`config.mk`:
```
export PLATFORM = sky130hd
export DESIGN_NAME = hpdmc_rdcapture_flat
export DESIGN_NICKNAME = d
export VERILOG_FILES = /design/src/rtl/hpdmc_pkg.sv /design/src/rtl/hpdmc_rdcapture_if.sv /design/src/rtl/hpdmc_rdfifo.sv /design/src/rtl/hpdmc_rdcapture.sv /design/src/flat_wrapper.sv
export SDC_FILE = /design/constraint.sdc
export NUM_CORES = 1
export LEC_CHECK = 0
export BUFFER_PORTS_ARGS = -buffer_cell sky130_fd_sc_hd__buf_2
export CAP_MARGIN = 15
export CORE_AREA = 2 2 270 272
export CTS_CLUSTER_DIAMETER = 150
export DETAILED_ROUTE_END_ITERATION = 16
export DIE_AREA = 0 0 272 274
export SETUP_SLACK_MARGIN = 0.3
export SLEW_MARGIN = 40
export SYNTH_ARGS = -nofsm -noshare
export SYNTH_HDL_FRONTEND = slang
export SYNTH_SLANG_ARGS = --single-unit
```
`constraint.sdc`:
```
create_clock -name sys_clk -period 5.35 [get_ports sys_clk]
set_input_delay 0.8025 -clock sys_clk [delete_from_list [all_inputs] [get_ports sys_clk]]
set_output_delay 0.8025 -clock sys_clk [all_outputs]
set_load 0.02 [all_outputs]
```
`src/rtl/hpdmc_pkg.sv`:
```
// Shared constants and FSM encoding for the HPDMC read-capture path.
package hpdmc_pkg;

  localparam int unsigned CAP_W    = 32;
  localparam int unsigned DL_DEPTH = 8;

  typedef enum logic {
    ST_IDLE = 1'b0,
    ST_OPEN = 1'b1
  } win_state_t;

endpackage

```
`src/rtl/hpdmc_rdcapture_if.sv`:
```
// Read-data stream from the capture FIFO to the bus interface.
interface hpdmc_rdcapture_if;
  import hpdmc_pkg::*;

  logic [CAP_W-1:0] rd_data;
  logic             rd_valid;
  logic             rd_last;
  logic             rd_ready;

  modport master (output rd_data, output rd_valid, output rd_last, input rd_ready);
  modport slave  (input rd_data, input rd_valid, input rd_last, output rd_ready);

endinterface

```
`src/rtl/hpdmc_rdfifo.sv`:
```
// Synchronous first-word-fall-through FIFO; head entry is always on rd_data.
module hpdmc_rdfifo #(
  parameter int unsigned WIDTH = 33,
  parameter int unsigned DEPTH = 16
) (
  input  logic             clk,
  input  logic             rst_n,
  input  logic             wr_en,
  input  logic [WIDTH-1:0] wr_data,
  input  logic             rd_en,
  output logic [WIDTH-1:0] rd_data,
  output logic             full,
  output logic             empty
);

  localparam int unsigned AW = $clog2(DEPTH);

  logic [WIDTH-1:0] mem [DEPTH];
  logic [AW:0]      wptr;
  logic [AW:0]      rptr;
  logic             do_wr;
  logic             do_rd;

  assign empty = (wptr == rptr);
  assign full  = (wptr[AW] != rptr[AW]) && (wptr[AW-1:0] == rptr[AW-1:0]);

  // A pop in the same cycle frees the slot, so a write at full still lands.
  assign do_wr = wr_en && (!full || rd_en);
  assign do_rd = rd_en && !empty;

  assign rd_data = empty ? '0 : mem[rptr[AW-1:0]];

  always_ff @(posedge clk) begin
    if (do_wr) begin
      mem[wptr[AW-1:0]] <= wr_data;
    end
  end

  always_ff @(posedge clk) begin
    if (!rst_n) begin
      wptr <= '0;
      rptr <= '0;
    end else begin
      if (do_wr) wptr <= wptr + 1'b1;
      if (do_rd) rptr <= rptr + 1'b1;
    end
  end

endmodule

```
`src/rtl/hpdmc_rdcapture.sv`:
```
// Read-capture sequencer: CAS-delayed capture window, IDDR word packing and
// FIFO buffering towards the bus-side valid/ready stream.
module hpdmc_rdcapture
  import hpdmc_pkg::*;
#(
  parameter int unsigned BURST_LEN  = 4,
  parameter int unsigned FIFO_DEPTH = 16
) (
  input  logic                sys_clk,
  input  logic                sys_rst_n,
  input  logic                rd_issue,
  input  logic [2:0]          cas_lat,
  output logic                iddr_ce,
  input  logic [15:0]         iddr_q0,
  input  logic [15:0]         iddr_q1,
  hpdmc_rdcapture_if.master   rd_bus,
  output logic                busy,
  output logic                overflow,
  output logic                collision
);

  localparam int unsigned      CNT_W    = (BURST_LEN > 1) ? $clog2(BURST_LEN) : 1;
  localparam logic [CNT_W-1:0] CNT_LAST = CNT_W'(BURST_LEN - 1);

  win_state_t        state, state_nxt;
  logic [CNT_W-1:0]  cnt, cnt_nxt;
  logic              coll_set;

  logic [2:0]          cas_eff;
  logic [DL_DEPTH-2:0] dl;
  logic [DL_DEPTH-1:0] tap;
  logic [DL_DEPTH-2:0] pend_mask;
  logic                start;

  logic              cap_vld;
  logic              cap_last;
  logic [CAP_W:0]    fifo_dout;
  logic              fifo_full;
  logic              fifo_empty;
  logic              pop;
  logic              drop;

  assign cas_eff = (cas_lat == 3'd0) ? 3'd1 : cas_lat;

  // tap[k] is high k cycles after the issue; the start is taken one cycle
  // early so the registered window opens exactly cas_eff cycles after issue.
  assign tap   = {dl, rd_issue};
  assign start = tap[cas_eff - 3'd1];

  always_comb begin
    pend_mask = '0;
    for (int unsigned j = 0; j < DL_DEPTH - 1; j++) begin
      pend_mask[j] = ((j + 1) < 32'(cas_eff));
    end
  end

  always_ff @(posedge sys_clk) begin
    if (!sys_rst_n) begin
      dl <= '0;
    end else begin
      dl <= tap[DL_DEPTH-2:0];
    end
  end

  always_ff @(posedge sys_clk) begin
    if (!sys_rst_n) begin
      state <= ST_IDLE;
      cnt   <= '0;
    end else begin
      state <= state_nxt;
      cnt   <= cnt_nxt;
    end
  end

  always_comb begin
    state_nxt = state;
    cnt_nxt   = cnt;
    coll_set  = 1'b0;
    unique case (state)
      ST_IDLE: begin
        if (start) begin
          state_nxt = ST_OPEN;
          cnt_nxt   = '0;
        end
      end
      ST_OPEN: begin
        if (cnt == CNT_LAST) begin
          if (start) begin
            cnt_nxt = '0;
          end else begin
            state_nxt = ST_IDLE;
          end
        end else begin
          cnt_nxt  = cnt + 1'b1;
          coll_set = start;
        end
      end
      default: state_nxt = ST_IDLE;
    endcase
  end

  assign iddr_ce = (state == ST_OPEN);

  assign pop  = rd_bus.rd_valid && rd_bus.rd_ready;
  assign drop = cap_vld && fifo_full && !pop;

  always_ff @(posedge sys_clk) begin
    if (!sys_rst_n) begin
      cap_vld   <= 1'b0;
      cap_last  <= 1'b0;
      overflow  <= 1'b0;
      collision <= 1'b0;
    end else begin
      cap_vld  <= (state == ST_OPEN);
      cap_last <= (state == ST_OPEN) && (cnt == CNT_LAST);
      if (coll_set) collision <= 1'b1;
      if (drop)     overflow  <= 1'b1;
    end
  end

  hpdmc_rdfifo #(
    .WIDTH (CAP_W + 1),
    .DEPTH (FIFO_DEPTH)
  ) u_fifo (
    .clk     (sys_clk),
    .rst_n   (sys_rst_n),
    .wr_en   (cap_vld),
    .wr_data ({cap_last, iddr_q1, iddr_q0}),
    .rd_en   (pop),
    .rd_data (fifo_dout),
    .full    (fifo_full),
    .empty   (fifo_empty)
  );

  assign rd_bus.rd_valid = !fifo_empty;
  assign rd_bus.rd_last  = fifo_dout[CAP_W];
  assign rd_bus.rd_data  = fifo_dout[CAP_W-1:0];

  assign busy = (|(dl & pend_mask)) || (state == ST_OPEN) || cap_vld || !fifo_empty;

endmodule

```
`src/flat_wrapper.sv`:
```
// flat-port wrapper written by rule: the top's interface ports become plain ports
module hpdmc_rdcapture_flat import hpdmc_pkg::*;
#(
  parameter int unsigned BURST_LEN  = 4,
  parameter int unsigned FIFO_DEPTH = 16
)
  (sys_clk, sys_rst_n, rd_issue, cas_lat, iddr_ce, iddr_q0, iddr_q1, busy, overflow, collision, rd_bus_rd_data, rd_bus_rd_valid, rd_bus_rd_last, rd_bus_rd_ready);
  hpdmc_rdcapture_if rd_bus_i ();
  input  logic sys_clk;
  input  logic sys_rst_n;
  input  logic rd_issue;
  input  logic [2:0] cas_lat;
  output logic iddr_ce;
  input  logic [15:0] iddr_q0;
  input  logic [15:0] iddr_q1;
  output logic busy;
  output logic overflow;
  output logic collision;
  output wire logic [$bits(rd_bus_i.rd_data)-1:0] rd_bus_rd_data;
  output wire logic [$bits(rd_bus_i.rd_valid)-1:0] rd_bus_rd_valid;
  output wire logic [$bits(rd_bus_i.rd_last)-1:0] rd_bus_rd_last;
  input wire logic [$bits(rd_bus_i.rd_ready)-1:0] rd_bus_rd_ready;
  assign rd_bus_rd_data = rd_bus_i.rd_data;
  assign rd_bus_rd_valid = rd_bus_i.rd_valid;
  assign rd_bus_rd_last = rd_bus_i.rd_last;
  assign rd_bus_i.rd_ready = rd_bus_rd_ready;
  hpdmc_rdcapture #(.BURST_LEN(BURST_LEN), .FIFO_DEPTH(FIFO_DEPTH)) u_core (.sys_clk(sys_clk), .sys_rst_n(sys_rst_n), .rd_issue(rd_issue), .cas_lat(cas_lat), .iddr_ce(iddr_ce), .iddr_q0(iddr_q0), .iddr_q1(iddr_q1), .rd_bus(rd_bus_i), .busy(busy), .overflow(overflow), .collision(collision));
endmodule
```
-- Word-level counts from Yosys, hierarchy flattened
Memory sizes are Yosys's and may differ from the RTL's. A register that Yosys moved wholly into a read port is not among the register bits.
Cells that the tools add are included.
- output and inout port bits: 38
- flip-flop bits (word level): 24
- memories: 1
- bits of input ports: 39
- logic and storage cells: 59
- bits in writable memories: 528
- mux-type cells: 16
- reductions and logical operators: 16
- $add $sub $neg: 4
- equal/unequal tests: 4
- bitwise logic cells: 2
- magnitude comparators: 7
- memories (name ; depth ; bits a word ; read ports ; clocked after Yosys merged registers in ; write ports ; line ; source):
    u_core.u_fifo.mem ; 16 ; 33 ; 1 ; 1 ; 1 ; hpdmc_rdfifo.sv:18 ; logic [WIDTH-1:0] mem [DEPTH];
- operators with widths (operator ; number):
    two-way mux 33 bit ; 1
    adder 5 x 1 -> 5 bit (second input constant) ; 2
    < comparator 3 bit (first input constant) ; 3
    two-way mux 4 bit ; 2
    AND 7 x 6 -> 7 bit ; 1
    logical AND 1 bit ; 7
    two-way mux 1 bit ; 7
    OR reduction 7 bit ; 1
    < comparator 2 x 3 -> 1 bit (first input constant) ; 2
    == test 5 bit ; 1
    == test 4 bit ; 1
    logical OR 1 bit ; 4
    < comparator 3 x 4 -> 1 bit (second input constant) ; 1
    two-way mux 2 bit ; 2
    case mux 2 bit (2 select lines) ; 1
    binary-select mux 1 bit (select 3 bit) ; 1
    zero test 1 bit ; 3
    zero test 3 bit ; 1
    < comparator 1 x 3 -> 1 bit (first input constant) ; 1
    two-way mux 3 bit ; 1
    subtractor 3 x 1 -> 3 bit (second input constant) ; 1
    adder 2 x 1 -> 2 bit (second input constant) ; 1
    == test 2 bit (second input constant) ; 1
    case mux 1 bit (2 select lines) ; 1
    other kinds (2) ; 2

-- Logic depth before layout (Yosys ltp)
Gate-level depths: netlist (run 1).
- word-level depth: 8
- mapped depth: 7
- mapped depth without buffers: 7

-- By module
A second synthesis (run 1) with hierarchy kept.
- cells, all modules: 969
- area total of the unflattened synthesis: 21156.5 sq um
- by module, submodules not included (module ; times used ; seq. area each (sq um) ; cells an instance ; area an instance (sq um)):
    hpdmc_rdfifo ; 1 ; 16135.5 ; 908 ; 20543.5
    hpdmc_rdcapture ; 1 ; 280.3 ; 61 ; 613.1

-- Least setup slack after synthesis (run 1)
No wires, ideal clock.
- path type: input to register
- start: input rd_bus_rd_ready
- end: memory u_core.u_fifo.mem[15][0], enable pin
- path buffers: 0
- data required time: 4.912 ns
- arrival time: 2.607 ns
- cell stages on the path: 2
- path slack: 2.305 ns
- library setup time: 0.438 ns
- cell sequence: nor2_2 a21oi_1
- longest elaborated chain between the ends: 5
- RTL lines (element ; line ; source):
    start, declared ; flat_wrapper.sv:22 ; input wire logic [$bits(rd_bus_i.rd_ready)-1:0] rd_bus_rd_ready;
    logical AND 1 bit ; hpdmc_rdcapture.sv:104 ; assign pop = rd_bus.rd_valid && rd_bus.rd_ready;
    logical OR 1 bit ; hpdmc_rdfifo.sv:28 ; assign do_wr = wr_en && (!full || rd_en);
    logical AND 1 bit ; hpdmc_rdfifo.sv:28 ;
    two-way mux 1 bit ; hpdmc_rdfifo.sv:34 ; if (do_wr) begin
    two-way mux 1 bit (not written as such) ; hpdmc_rdfifo.sv:35 ; mem[wptr[AW-1:0]] <= wr_data;
    end, declared ; hpdmc_rdfifo.sv:18 ;
No other way between the ends.

==> results of run 1 <==
## metrics by stage
step	std cells	cell area, um^2
global placement	1978	22900
CTS	2075	24500
global route	2075	24500
finish	2075	24500
detailed placement	1979	22900
floorplan	972	21400
## layout make-up
cell class	instances	area [um^2]	area share, %
flip-flops and latches	556	16400	66.9
multi-input cells	352	4600	18.7
clock inverters	38	317	1.29
well taps	959	1200	4.89
repair buffers	104	623	2.54
clock buffers	58	1350	5.52
inverters	8	30.0	0.122
## layout by cell type, fill, tap and decap left out, types with 8 or more instances in the layout
cell type    n
nor3_2      28
buf_4       25
and2_1       9
clkinv_2    10
mux4_2     133
inv_1        8
ha_1         8
buf_2       76
and3_2      15
edfxtp_1   528
o22ai_1     66
nand2_1     15
clkinv_1    16
clkbuf_16   52
mux2i_1     13
dfxtp_1     25
## critical path: cells and delay by family, from the launching register on
kind / cells / cell delay (ns)
buffers and inverters: 2 / 0.92
AND/OR/NAND/NOR: 1 / 0.46
flip-flops: 1 / 0.66
multiplexers: 1 / 0.34
AO/OA/AOI/OAI: 1 / 0.08
## cell families (layout without fill, tap and decap cells)
| logic type | after synthesis | after routing | share of synthesized area [%] |
|---|---|---|---|
| flops | 556 | 556 | 76.9 |
| mux | 146 | 146 | 14.6 |
| simple gates | 105 | 105 | 3.32 |
| buf+inv | 64 | 208 | 1.78 |
| fa+ha+maj | 8 | 8 | 0.469 |
| xor+xnor | 6 | 6 | 0.281 |
| compound gates | 87 | 87 | 2.64 |
## layer usage
metal  part of all wire, %  wire length, um  vias to the layer above
met5                 0.017                8                        -
met4                   2.1              996                        2
met3                   5.5             2620                       77
met2                    51            24300                      265
met1                    42            20100                     5265
li1                      -                -                     4313
## how the worst max path moves through the flow
stage | startpoint | cells past startpoint | end | slack, ns
final | flip-flop | 5 | rd_bus_rd_last | 1.44
after global placement | flip-flop | 5 | rd_bus_rd_last | 1.93
after global routing | flip-flop | 5 | rd_bus_rd_last | 1.21
after CTS | flip-flop | 5 | rd_bus_rd_last | 1.19
after detailed placement | flip-flop | 5 | rd_bus_rd_last | 1.84
after floorplan | rd_bus_rd_ready | 2 | u_core.u_fifo.mem[15][0]$_DFFE_PP_ | 2.31
## registers in the layout, indices dropped and copies added (netlist names), named ones only
register / flops
u_core.u_fifo.rptr: 5
u_core.dl: 7
u_core.overflow: 1
u_core.collision: 1
u_core.iddr_ce: 1
u_core.u_fifo.mem: 528
u_core.cnt: 2
u_core.cap_vld: 1
u_core.cap_last: 1
u_core.u_fifo.wptr: 5
## report_power, final
part,switching [mW],internal [mW],leakage (nW)
combinational,0.288,0.218,1.75
sequential,0.0269,4.77,4.96
clock,1.60,2.02,0.821
==> impl_results.md, run 1 <==
* I/O pins at 77
* Max Cap Viol at 0
* CTS sink cnt at 556
* Status: complete, no violations
* Count leader, synth: edfxtp_1
* Yosys reg bits at 556
* Pwr dens at 364 nW/um^2
* Core region area at 72000 um^2
* Worst Hold End: u_core.dl[0]$_SDFF_PN0_
* Fin Setup TNS at 0 ns
* Reg2reg setup slack at 2.33 ns
* Reg2reg start: u_core.u_fifo.wptr[2]$_SDFFE_PN0P_
* DR WL/cell at 23.1 um
* Peak VDD IR at 0.233 mV
* Setup repair bufs after CTS at 0
* Leak Pwr at 7.53 nW
* Synth area leaders: edfxtp_1, mux4_2, dfxtp_1
* Worst path cell trace: buf_4 > mux4_2 > o22ai_1 > nor3_1 > buf_2
* DP Worst Slack at 1.84 ns
* Critical R2R Capture: u_core.u_fifo.mem[4][26]$_DFFE_PP_
* Worst Path Arrival at 3.11 ns
* Actual slew at the worst max-slew pin at 0.858 ns
* Worst skew pair latency at 0.60 ns
* Overall Power at 8.93 mW
* WP data required at 4.55 ns
* Hold Path Class: in -> reg
* CP Capture Type: primary output
* TritonCTS Buffers at 52
* All-Layer GR Usage at 12.8%
* Max Slew Vio Count at 0
* Distinct cells, synth at 43
* Port Buf Inserts at 76
* Largest area contributor in the netlist: edfxtp_1
* Crit-path max cell delay at 0.66 ns
* Fmax at 0.256 GHz
* Met3 GRT Util at 2.85%
* Synth Net Count at 1019
* Starting Density at 29.7%
* Post-cts hold buffer count at 0
* First-pass GRT wire length at 70.2 mm
* Routed Wire Length at 48.0 mm
* Die X at 272 um
* Grt met1 use at 16.7%
* Vias in the first global route at 10400
* Nets at 1121
* Post-synth EDFFs at 528
* Predominant post-synthesis flop cell: edfxtp_1
* Layout Utilization at 34.1%
* Total die area at 74500 um^2
* Slowest CP cell: dfxtp_4
* Synthesis-to-finish area growth at 15.0%
* Clock root cell: clkbuf_16
* Die Ht at 274 um
* Fin. Hold Viols at 0
* Crit share post-route at 73.0%
* CTS clk-pin slew, worst paths at 0.06 ns
* Skew final at 0.0169 ns
* CTS tree: yes
* Placer Congestion at 0.707
* FF-to-FF path depth at 6
* Netlist Area Pre-Place at 21400 um^2
* H-Tree Depth at 2
* Synth async-reset ratio at 0%
* Layout cells sized above 1 at 33.3%
* Drt pass-1 iters at 5
* Hold Startpoint: rd_issue
* Final ANT Viol Nets at 0
* Most instantiated cells after synthesis: edfxtp_1, mux4_2, o22ai_1, dfxtp_1, nor3_2
* Post-DP HPWL at 26.5 mm
* Yosys warns at 0
* DRC violations left at 0
* # diodes at 0
* CTS Buffer Depth at 3
* Slew Limit Headroom at 42.8%
* Met2 Use GR at 21.8%
* RSZ-0062 raised after global routing: no
* Min-Delay Path Depth at 2
* Synthesized instance count at 972
* Fill count at 6676
* Final setup fails at 0
* Initial antenna violation count at 4
* Vias at 9922
* Crit Path Max Fanout at 40
* Largest net degree at the start of global routing at 55
* Vias per std cell at 4.78
* Minimum clock period at 3.91 ns
* Resize count post-CTS at 0
* Sequential area share after synthesis at 76.9%
* Iter 0 DRT Violations at 964
* Crit path kind: reg -> out
* Final worst setup slack at 1.44 ns
* Site row count at 99
* Hold slack at 0.421 ns
* Yosys top cell area share at 74.3%
* Startpoint types: flip-flop
* Syn avg cell area at 22.0 um^2
* Grt total ovfl at 0
* GRT busiest layer: met2
Power figures use the tool's default switching activity.
==> run 2, diff against run 1 <==
==> constraint.sdc (replaced) <==
create_clock -name sys_clk -period 3.4 [get_ports sys_clk]
set_input_delay 0.51 -clock sys_clk [delete_from_list [all_inputs] [get_ports sys_clk]]
set_output_delay 0.51 -clock sys_clk [all_outputs]
set_load 0.02 [all_outputs]
==> run 2 against run 1 <==
Critical path depth grew 1. Die area is the same. Largest cell class unchanged. Sequential share of layout area shrank 1.5 points. Clock skew grew 0.0055 ns. Sequential power grew 57%. Clock-buffer cell count grew 2.
==> impl_results.md, run 2 (synthesis results as in run 1) <==
* Initial antenna violation count at 1 (-3)
* WP buf/inv at 3 (+1)
* All-Layer GR Usage at 12.7% (-0.11 points)
* Synthesis-to-finish area growth at 17.6%
* Port Buf Inserts at 76 (unchanged)
* WP data required at 2.89 ns (-1.66 ns)
* Fin. Hold Viols at 0 (unchanged)
* Most frequent cells in the layout: edfxtp_1, mux4_2, buf_2
* CP Capture Type: primary output
* Leak Pwr at 7.77 nW (+3.1%)
* Pwr dens at 582 nW/um^2 (+60%)
* Psw at 3.12 mW (+63%)
* Grt total ovfl at 0 (unchanged)
* Worst Path Arrival at 2.49 ns (-0.62 ns)
* Crit Path Max Fanout at 10 (-75%)
* Slowest CP cell: mux4_2
* Placer Congestion at 0.687 (-2.9%)
* Fmax at 0.333 GHz
* CTS Buffer Depth at 3 (unchanged)
* Iter 0 DRT Violations at 881 (-8.6%)
* Worst skew pair latency at 0.62 ns (+0.02 ns)
* Layout cells sized above 1 at 35.5% (+2.2 points)
* Largest net degree at the start of global routing at 63 (+15%)
* Drt pass-1 iters at 5 (unchanged)
* Post-DP HPWL at 27.1 mm (+2.2%)
* Int Pwr at 11.5 mW (+64%)
* Final worst setup slack at 0.401 ns (-1.04 ns)
* Crit share post-route at 88.2%
* Final setup fails at 0 (unchanged)
* Crit path kind: reg -> out
* Die X at 272 um (unchanged)
* CTS tree: yes
* DRC violations left at 0 (unchanged)
* Slew Limit Headroom at 58.2% (+15 points)
* Max Cap Viol at 0 (unchanged)
* # diodes at 0 (unchanged)
* Starting Density at 29.7% (unchanged)
* First-pass GRT wire length at 70.5 mm (+0.32%)
* Max FFs per register at 528 (unchanged)
* H-Tree Depth at 2 (unchanged)
* DP Worst Slack at 0.693 ns (-1.14 ns)
* Sw Share at 21.3% (-0.14 points)
* DR WL/cell at 22.6 um (-2.5%)
* Nets at 1139 (+1.6%)
* I/O pins at 77 (unchanged)
* Gate power share at 6.1% (+0.4 points)
* Routed Wire Length at 47.2 mm (-1.7%)
* Worst path cell trace: buf_12 > buf_8 > mux4_2 > o22ai_1 > nor3_2 > buf_2
* Post-cts hold buffer count at 0 (unchanged)
* Status: complete, no violations
* Vias per std cell at 4.82 (+0.70%)
* Total die area at 74500 um^2 (unchanged)
* Site row count at 99 (unchanged)
* Actual slew at the worst max-slew pin at 0.627 ns (-0.231 ns)
* Skew final at 0.0224 ns (+0.00549 ns)
* CTS clk-pin slew, worst paths at 0.07 ns (about the same)
* Vias at 10100 (+1.6%)
* Crit-path max cell delay at 0.52 ns (-0.14 ns)
* Sequential fraction of design power at 51.5% (-2.2 points)
* Vias in the first global route at 10700 (+2.9%)
* Overall Power at 14.6 mW (+64%)
* Most common cell after layout, fill and taps aside: edfxtp_1
* Startpoint types: flip-flop
* CTS sink cnt at 556 (unchanged)
* Core region area at 72000 um^2 (unchanged)
* Die Ht at 274 um (unchanged)
* CP top delay family: multiplexers
* Minimum clock period at 3.00 ns
* Clock root cell: clkbuf_16
* Peak VDD IR at 0.317 mV (+36%)
* Fin Setup TNS at 0 ns (unchanged)
* Final ANT Viol Nets at 0 (unchanged)
* RSZ-0062 raised after global routing: yes
* Clock network power share at 42.4% (+1.8 points)
* Hold Path Class: in -> reg
* Max Slew Vio Count at 0 (unchanged)
* TritonCTS Buffers at 55 (+5.8%)
==> run 2: cell types whose count changed in the layout (fill, tap and decap cells not counted), sizes merged <==
| cell | before | now |
|---|---|---|
| clkinvlp | 2 | 6 |
| clkinv | 28 | 22 |
| buf | 104 | 119 |
| bufinv | 4 | 8 |
| clkbuf | 58 | 60 |
| inv | 12 | 11 |
==> run 2: per-stage QoR <==
step / utilization [%] / std cells / area (um^2) / hold WS, ns
after global placement: 32.1 / 1987 / 23100 / 0.462
after detailed placement: 32.2 / 1988 / 23100 / 0.458
after floorplan: - / 972 / 21400 / 0.446
after CTS: 34.8 / 2091 / 25100 / 0.0892
after global routing: 34.9 / 2093 / 25100 / 0.124
final: 34.9 / 2093 / 25100 / 0.120
==> run 2: area by class of cell <==
type | count | area [um^2]
well taps | 959 | 1200
fillers | 6580 | 46800
inverters | 8 | 30.0
multi-input cells | 352 | 4640
repair buffers | 119 | 972
clock inverters | 39 | 458
clock buffers | 60 | 1400
flip-flops and latches | 556 | 16400
==> run 2: path summary, 6_finish.rpt <==
check	startpoint	to	slack, ns	depth (start not counted)
max	flip-flop	rd_bus_rd_data[30]	0.40	6
min	rd_issue	u_core.dl[0]$_SDFF_PN0_	0.12	2
max reg2reg	u_core.u_fifo.wptr[2]$_SDFFE_PN0P_	u_core.u_fifo.mem[14][19]$_DFFE_PP_	0.66	6
min reg2reg	u_core.collision$_SDFFE_PN0P_	u_core.collision$_SDFFE_PN0P_	0.48	1
==> run 2: power groups by stage <==
stage / Clock [mW] / Sequential (mW) / Combinational (mW)
final: 6.19 / 7.53 / 0.892
after global routing: 6.57 / 7.53 / 0.970
after CTS: 6.32 / 7.53 / 0.913
after detailed placement: 0 / 7.69 / 0.880
after global placement: 0 / 7.69 / 0.869
after floorplan: 0 / 7.67 / 0.596
==> run 2: timing repair <==
action                     CTS  global route
resized for setup            2             7
setup endpoints to repair   33            13
setup buffers                4             2
pin swaps                    0             1
==> run 2: metal layers <==
layer  wire (um)  share of wire, %  global-route usage, %
met3        3030               6.4                   2.68
met1       19600                42                   16.8
met5           0                 0                      0
met4         722               1.5                   2.89
met2       23900                51                   21.5
==> run 3, diff against run 2 <==
--- a/config.mk
+++ b/config.mk
@@ -11,7 +11,9 @@
 export CTS_CLUSTER_DIAMETER = 150
 export DETAILED_ROUTE_END_ITERATION = 16
 export DIE_AREA = 0 0 272 274
+export PLACE_DENSITY_LB_ADDON = 0.12
 export SETUP_SLACK_MARGIN = 0.3
+export SKIP_CTS_REPAIR_TIMING = 1
 export SLEW_MARGIN = 40
 export SYNTH_ARGS = -nofsm -noshare
 export SYNTH_HDL_FRONTEND = slang
==> run 3 against run 2 <==
Non-clock buffer count is 27 higher. Combinational power grew 3.1%. Register-to-register slack improved by 0.10 ns. Critical path depth stayed put. Hold slack better by 0.034 ns. Wire length rose by 15%. Clock-buffer cell count rose by 33. Core utilization grew 0.38 points. Sequential cell count stayed put. Sequential share of layout area shrank 0.71 points. Critical endpoint is now rd_bus_rd_data[1]. Highest routed layer is now met5.
==> impl_results.md, run 3 (synthesis results as in run 1) <==
* Fill count at 6689 (+1.7%)
* Clock root cell: clkbuf_16
* Largest net degree at the start of global routing at 41 (-35%)
* Crit Path Max Fanout at 40 (+30)
* Overall Power at 15.1 mW (+3.3%)
* Max Slew Vio Count at 0 (unchanged)
* First-pass GRT wire length at 76.9 mm (+9.1%)
* Max Cap Viol at 0 (unchanged)
* Peak VDD IR at 0.308 mV (-2.7%)
* Slew Limit Headroom at 57.4% (-0.81 points)
* Vias in the first global route at 10800 (+0.53%)
* Wl on met1 at 24.7 mm (+26%)
* WL met3 at 1.76 mm (-42%)
* Grt total ovfl at 0 (unchanged)
* Startpoint types: flip-flop
* CTS sink cnt at 556 (unchanged)
* DP Worst Slack at 0.247 ns (-0.446 ns)
* CTS Buffer Depth at 3 (unchanged)
* WP buf/inv at 3 (unchanged)
* Vias at 10100 (+0.58%)
* TritonCTS Buffers at 66 (+20%)
* Post-DP HPWL at 30.2 mm (+11%)
* WP data required at 2.89 ns (about the same)
* Pwr dens at 595 nW/um^2 (+2.2%)
* Nets at 1178 (+3.4%)
* # diodes at 0 (unchanged)
* Fin. Hold Viols at 0 (unchanged)
* Slowest CP cell: buf_6
* Layout cells sized above 1 at 36.0% (+0.43 points)
* DR top layer: met5
* I/O pins at 77 (unchanged)
* Minimum clock period at 2.99 ns (-0.00418 ns)
* DRC violations left at 0 (unchanged)
* Total die area at 74500 um^2 (unchanged)
* Leak Pwr at 7.98 nW (+2.7%)
* Crit-path max cell delay at 0.44 ns (-0.08 ns)
* Port Buf Inserts at 76 (unchanged)
* CP Capture Type: primary output
* CTS tree: yes
* Site row count at 99 (unchanged)
* Starting Density at 29.7% (unchanged)
* Placed inst area at 23200 um^2 (+0.17%)
* Die Ht at 274 um (unchanged)
* Core region area at 72000 um^2 (unchanged)
* Status: complete, no violations
* CTS clk-pin slew, worst paths at 0.06 ns (about the same)
* Design area at 25400 um^2 (+1.1%)
* RSZ-0062 raised after global routing: yes
* Drt pass-1 iters at 4 (-1)
* Hold Path Class: in -> reg
* Placer Congestion at 0.701 (+2.1%)
* Worst path cell trace: buf_6 > mux4_2 > o22ai_1 > nor3_2 > buf_4 > buf_2
* DR WL/cell at 25.4 um (+13%)
* Fmax at 0.334 GHz (+0.14%)
* Actual slew at the worst max-slew pin at 0.639 ns (+0.0121 ns)
* Crit path kind: reg -> out
* Vias per std cell at 4.75 (-1.4%)
* Metal2 WL at 26.6 mm (+12%)
* Iter 0 DRT Violations at 607 (-31%)
* Skew final at 0.0123 ns (-0.0101 ns)
* Most frequent cells in the layout: edfxtp_1, mux4_2, buf_2
* Initial antenna violation count at 2 (+1)
* Final setup fails at 0 (unchanged)
* Synthesis-to-finish area growth at 18.9%
* Most common cell after layout, fill and taps aside: edfxtp_1
* Worst Path Arrival at 2.48 ns (about the same)
* All-Layer GR Usage at 14.5% (+1.8 points)
* Final ANT Viol Nets at 0 (unchanged)
* Layout Utilization at 35.3% (+0.38 points)
* Final worst setup slack at 0.405 ns (+0.00418 ns)
* Max FFs per register at 528 (unchanged)
* Routed Wire Length at 54.2 mm (+15%)
* Crit share post-route at 88.1% (-0.12 points)
* Die X at 272 um (unchanged)
* Worst skew pair latency at 0.58 ns (-0.04 ns)
* H-Tree Depth at 3 (+1)
* CP top delay family: buffers and inverters
## run 3: where the power goes
| group | total [mW] | internal [mW] | leakage (nW) | switching [mW] |
|---|---|---|---|---|
| Clock | 6.64 | 3.97 | 0.975 | 2.68 |
| Sequential | 7.53 | 7.51 | 4.96 | 0.0197 |
| Combinational | 0.920 | 0.414 | 2.04 | 0.507 |
## run 3: metal layers
metal | up-vias | GRT usage [%]
li1 | 4426 | -
met1 | 5449 | 19.5
met2 | 170 | 24.1
met3 | 89 | 2.82
met4 | 2 | 3.82
met5 | - | 0
## run 3: worst register-to-register path, cell delays in order, from the launching register on
cell,delay [ns]
dfxtp_1,0.48
xor2_1,0.21
nor4_2,0.08
buf_4,0.19
a21oi_2,0.51
and3_2,0.58
buf_12,0.27
## run 3: through the flow
| stage | setup TNS, ns | instances | hold WS, ns |
|---|---|---|---|
| 4_1_cts | -0.418 | 2124 | 0.120 |
| 2_1_floorplan | 0 | 972 | 0.446 |
| 3_5_place_dp | 0 | 2011 | 0.453 |
| 6_report | 0 | 2135 | 0.155 |
| 3_3_place_gp | 0 | 2011 | 0.449 |
| 5_1_grt | 0 | 2135 | 0.156 |
## run 3: worst paths after layout
path	startpoint	endpoint	slack (ns)	cells after the start
setup / recovery	flip-flop	rd_bus_rd_data[1]	0.41	6
hold / removal	rd_issue	u_core.dl[0]$_SDFF_PN0_	0.15	2
setup reg to reg	u_core.u_fifo.wptr[3]$_SDFFE_PN0P_	u_core.u_fifo.mem[12][16]$_DFFE_PP_	0.76	6
hold reg to reg	u_core.collision$_SDFFE_PN0P_	u_core.collision$_SDFFE_PN0P_	0.48	1
## run 3: final cells by class
| cell class | count | area, um^2 | share of cell area, % |
|---|---|---|---|
| Clock buffer | 93 | 1830 | 7.19 |
| Clock inverter | 20 | 190 | 0.749 |
| Inverter | 8 | 30.0 | 0.118 |
| Multi-Input combinational cell | 353 | 4630 | 18.2 |
| Sequential cell | 556 | 16400 | 64.7 |
| Tap cell | 959 | 1200 | 4.73 |
| Timing Repair Buffer | 146 | 1080 | 4.27 |
